### src/rtl/stack_pkg.sv
// Shared constants and state encoding for the stack pointer/flag controller.
package stack_pkg;

  localparam int DEPTH   = 8;
  localparam int ADDR_W  = 3;
  localparam int COUNT_W = ADDR_W + 1;

  typedef enum logic [1:0] {
    EMPTY  = 2'd0,
    ACTIVE = 2'd1,
    FULL   = 2'd2
  } stackState_e;

endpackage

### src/rtl/stack_ctrl.sv
// Pointer, occupancy and error-flag controller that drives the write/read
// enables and top-of-stack address of the sibling stack memory.
module stack_ctrl
  import stack_pkg::*;
(
  input  logic               Clk,
  input  logic               Reset,
  input  logic               PushReq,
  input  logic               PopReq,
  output logic               PushEnbl,
  output logic               PopEnbl,
  output logic [ADDR_W-1:0]  TOS,
  output logic               Stack_Full,
  output logic               Stack_Empty,
  output logic [COUNT_W-1:0] Count,
  output logic               PopValid,
  output logic               Overflow,
  output logic               Underflow
);

  stackState_e        state_q, state_d;
  logic [ADDR_W-1:0]  tos_q, tos_d;
  logic [COUNT_W-1:0] count_q, count_d;
  logic               popValid_q, popValid_d;
  logic               overflow_q, overflow_d;
  logic               underflow_q, underflow_d;
  logic               pushGrant, popGrant;

  always_ff @(posedge Clk or posedge Reset) begin
    if (Reset) begin
      state_q     <= EMPTY;
      tos_q       <= '0;
      count_q     <= '0;
      popValid_q  <= 1'b0;
      overflow_q  <= 1'b0;
      underflow_q <= 1'b0;
    end else begin
      state_q     <= state_d;
      tos_q       <= tos_d;
      count_q     <= count_d;
      popValid_q  <= popValid_d;
      overflow_q  <= overflow_d;
      underflow_q <= underflow_d;
    end
  end

  // Pop wins a tie, except when empty where only the push can make progress.
  always_comb begin
    popGrant    = PopReq && (state_q != EMPTY);
    pushGrant   = PushReq && ((state_q == EMPTY) || ((state_q == ACTIVE) && !PopReq));
    state_d     = state_q;
    tos_d       = tos_q;
    count_d     = count_q;
    popValid_d  = popGrant;
    overflow_d  = overflow_q || (PushReq && !PopReq && (state_q == FULL));
    underflow_d = underflow_q || (PopReq && !PushReq && (state_q == EMPTY));

    if (pushGrant) begin
      count_d = count_q + COUNT_W'(1);
      if (count_q == COUNT_W'(DEPTH - 1)) begin
        state_d = FULL;
      end else begin
        tos_d   = tos_q + ADDR_W'(1);
        state_d = ACTIVE;
      end
    end else if (popGrant) begin
      count_d = count_q - COUNT_W'(1);
      // While full the pointer already sits on the last written slot.
      if (state_q != FULL) begin
        tos_d = tos_q - ADDR_W'(1);
      end
      state_d = (count_q == COUNT_W'(1)) ? EMPTY : ACTIVE;
    end
  end

  assign PushEnbl    = pushGrant;
  assign PopEnbl     = popGrant;
  assign TOS         = tos_q;
  assign Count       = count_q;
  assign Stack_Full  = (state_q == FULL);
  assign Stack_Empty = (state_q == EMPTY);
  assign PopValid    = popValid_q;
  assign Overflow    = overflow_q;
  assign Underflow   = underflow_q;

endmodule

### config.mk
export PLATFORM = sky130hd
export DESIGN_NAME = stack_ctrl
export DESIGN_NICKNAME = d
export VERILOG_FILES = /design/src/rtl/stack_pkg.sv /design/src/rtl/stack_ctrl.sv
export SDC_FILE = /design/constraint.sdc
export NUM_CORES = 1
export LEC_CHECK = 0
export ABC_AREA = 1
export CORE_UTILIZATION = 52
export CTS_BUF_LIST = sky130_fd_sc_hd__clkbuf_8
export DETAILED_ROUTE_END_ITERATION = 7
export PLACE_DENSITY = 0.84
export SYNTH_ARGS = -nofsm -noshare
export SYNTH_HDL_FRONTEND = slang
export SYNTH_SLANG_ARGS = --single-unit
### constraint.sdc
create_clock -name Clk -period 2.67 [get_ports Clk]
set_input_delay 0.801 -clock Clk [delete_from_list [all_inputs] [get_ports Clk]]
set_output_delay 0.801 -clock Clk [all_outputs]
set_load 0.03 [all_outputs]
# ---- Yosys cells after proc, flatten, opt, wreduce, memory -nomap -nowiden
# Cells that the tools add are included.
dict set report totals {
  reg_bits 12
  in_bits 4
  out_inout_bits 14
  wordCells 43
}
dict set report classes {
  addsub 4
  eq_ne 6
  muxes 10
  n_reduce_logical 17
}
# cell n
set op_table {}
lappend op_table {{two-way mux 3 bit} 4}
lappend op_table {{two-way mux 4 bit} 2}
lappend op_table {{logical AND 1 bit} 7}
lappend op_table {{two-way mux 2 bit} 3}
lappend op_table {{nonzero test 2 bit} 3}
lappend op_table {{adder 4 x 1 -> 4 bit (second input constant)} 1}
lappend op_table {{== test 4 x 1 -> 1 bit (second input constant)} 1}
lappend op_table {{== test 4 x 3 -> 1 bit (second input constant)} 1}
lappend op_table {{inequality test 2 bit (second input constant)} 2}
lappend op_table {{subtractor 4 x 1 -> 4 bit (second input constant)} 1}
lappend op_table {{adder 3 x 1 -> 3 bit (second input constant)} 1}
lappend op_table {{logical OR 1 bit} 3}
lappend op_table {{AND reduction 3 bit} 1}
lappend op_table {{subtractor 3 x 1 -> 3 bit (second input constant)} 1}
lappend op_table {{== test 2 x 1 -> 1 bit (second input constant)} 1}
lappend op_table {{== test 2 bit (second input constant)} 1}
lappend op_table {{logical NOT 1 bit} 2}
lappend op_table {{logical NOT 2 bit} 1}
lappend op_table {{two-way mux 1 bit} 1}

# ---- Depth between registers and ports, before layout
dict set report logic_depth {
  depth_word 6
  mapped_depth 10
}

# ---- Worst setup path before layout
# OpenSTA, ideal clock, no wires.
dict set report synth_timing {
  path_type {input to output}
  from {in PopReq}
  to {out PopEnbl}
  arrival_ns 1.345
  t_required_ns 1.869
  path_slack_ns 0.524
  cell_stages 2
  path_buffers 0
  path_cell_list {inv_1 > nor2_1}
}
dict set report synth_via {
  elab_chain_len 1
}
# item line
set synth_rtl {}
lappend synth_rtl {{start, declared} stack_ctrl.sv:9} ;# input logic PopReq,
lappend synth_rtl {{logical AND 1 bit} stack_ctrl.sv:49} ;# popGrant = PopReq && (state_q != EMPTY);
lappend synth_rtl {{end, declared} stack_ctrl.sv:11} ;# output logic PopEnbl,
# No other way between the ends.

# ---- Worst setup path after layout
# Ends and elaborated chain as after synthesis.

==> flow_summary.ini <==
[timing]
fin_crit_ps = 2610
hold_viol = 0
tightest_slew_ps = 459
maxSlewViolCount = 0
finalSetupTns_ps = 0
timing.final.ws_setup_ps = 62.1
fmax_ghz = 0.383
skew_ps = 3.12
relSlewSlack_pct = 69.4
setup_violations = 0
period_share_pct = 97.7
rsz0062_at_grt = no
whs_ps = 472

[clock_tree]
post_cts_resized = 0
cts_setup_buffers = 0
numCtsBuffers = 3
clk_latency_ps = 240
hold_buffers = 0
cts_root_buffer = clkbuf_8
cts_tree = yes
clk_path_buf_depth = 2
htreeDepth = 1
cts_sinks = 12
clk_pin_slew_ps = 50

[synth]
synth_xor_area_share_pct = 3.87
synth_simple_gate_area_share_pct = 29.7
synthTopCellsByCount = nand2_1, dfrtp_1, inv_1, nand3_1
synth_most_common_cell = nand2_1
synth_fa_ha_area_share_pct = 7.37
post-synth-top-area-cell = dfrtp_1
async_reset_ff_share_pct = 100
synth_top_family_by_area = simple AND/OR/NAND/NOR gates
synth_ff_type = dfrtp_1
synthesis.nets = 89
synth_warnings = 0
syn_area_sq_um = 679
synth_compound_area_share_pct = 7.18
synth.distinct_cells = 18
synth_edf_count = 0
yosys-top-cells-area = dfrtp_1, nand2_1, ha_1
seq_area_frac_synth_pct = 44.2
avgSynthCellArea_sq_um = 8.39
ys_ff_latch = 12
synth_top_area_share_pct = 44.2
synth.mux.area_fraction_pct = 0
synth_cells = 81

[setup_path]
cp_data_required_time_ps = 1870
crit_chain = clkdlybuf4s50_1 -> inv_1 -> nor2_1 -> buf_4
crit_type = in -> out
critPathMaxStageDelay_ps = 540
end_kind = output port
cp_max_fo = 3
path_delay_family = buffers and inverters
r2r_slack_ps = 960
critical_path_buf_inv_count = 3
cpMaxStageDelayCell = clkdlybuf4s50_1
worstSetupStartpointType = input port
critPathArrivalTime_ps = 1810

[drt]
avgRoutedWirePerCell_um = 12.5
wirelength_mm = 1.49
ant_nets = 0
drt_iter0_drc = 17
post-route-drc-count = 0
drt_first_pass_iters = 4
vias = 628
vias_per_cell = 5.28

[layout]
syn2layout_area_growth_pct = 38.3
utilization_pct = 81.3
fillerInstances = 85
final_net_count = 114
drive_gt1_share_pct = 19.0
diodes = 0

[die]
die_y_um = 38.1
core_sq_um = 1160
io_pins = 18
die_x_um = 38.1
dieArea_sq_um = 1460
placementRows = 12
start_util_pct = 58.8

[pwr]
comb_power_share_pct = 54.8
p_int_mw = 0.649
p_sw_mw = 0.545
p_total_mw = 1.19
pwr-share-seq_pct = 28.4
p_leak_nw = 0.479
p_per_area_nw_per_um2 = 1270
power_frac_clock_pct = 16.8
max-vdd-ir-drop_mv = 0.693
swShare_pct = 45.6

[global_routing]
track_usage_pct = 24.6
antenna_found_initial = 0
grt_pass1_vias = 564
grt.overflow.total = 0
grt_max_degree = 13
grt_pass1_wl_mm = 2.39

[place]
hpwl_mm = 1.07
gp_congestion = 0.787
port_buffers = 17
pre_cts_slack_ps = 108

[min_path]
hp-class = reg -> reg

[run]
drv_cap = 0

[status]
status = finished, final reports clean
## through the flow
step                      instances  cell area, sq um
final                           119               940
after global routing            119               940
after detailed placement        115               885
after floorplan                  81               679
after CTS                       119               940
after global placement          115               885
## power groups by stage
stage,Combinational (mW),Sequential (mW),Clock [mW]
3_5_place_dp,0.646,0.340,0
5_1_grt,0.715,0.350,0.208
4_1_cts,0.655,0.339,0.200
3_3_place_gp,0.630,0.339,0
2_1_floorplan,0.297,0.456,0
6_report,0.654,0.339,0.201
## cell usage in the layout (no fill, tap or decap), drive strengths merged
cell type,n
clkbuf,4
nand2,22
dfrtp,12
nand4,2
clkdlybuf4s50,15
o21ai,4
nand3,11
or2,1
inv,13
nor2,6
a31o,2
buf,5
ha,4
xor2,3
clkinv,1
## per-layer routing
metal  wire length (um)  GRT usage, %  vias to the layer above
li1                   -             -                      305
met1                648          29.6                      294
met2                718          39.0                       22
met3                 77          4.07                        7
met4                 44          17.9                        0
met5                  0             0                        -
## registers in the layout (all words and copies together) (netlist names)
register / count
state_q: 2
PopValid: 1
Underflow: 1
Count: 4
Overflow: 1
TOS: 3
## area by class of cell
cell class | count | area [sq um] | share of cell area [%]
Multi-Input combinational cell | 55 | 327 | 34.8
Sequential cell | 12 | 300 | 32.0
Timing Repair Buffer | 20 | 188 | 20.0
Clock buffer | 4 | 55.1 | 5.86
Inverter | 14 | 52.6 | 5.59
Tap cell | 14 | 17.5 | 1.86
## kinds of logic after synthesis
family / Yosys count
AO/OA/AOI/OAI: 6
XOR/XNOR: 3
adder cells (fa/ha/maj): 4
buffers and inverters: 14
flip-flops: 12
AND/OR/NAND/NOR: 42
## final timing paths
| kind | start | endpoint | depth (start not counted) |
|---|---|---|---|
| max reg2reg | state_q[0] | TOS[2] | 11 |
| max in group asynchronous | Reset | state_q[0] | 2 |
| min reg2reg | Overflow | Overflow | 1 |
| min | Overflow | Overflow | 1 |
| min in group asynchronous | Reset | TOS[2] | 2 |
| max | PopReq | PopEnbl | 4 |
Note: power is estimated with default switching activity, not from simulation.
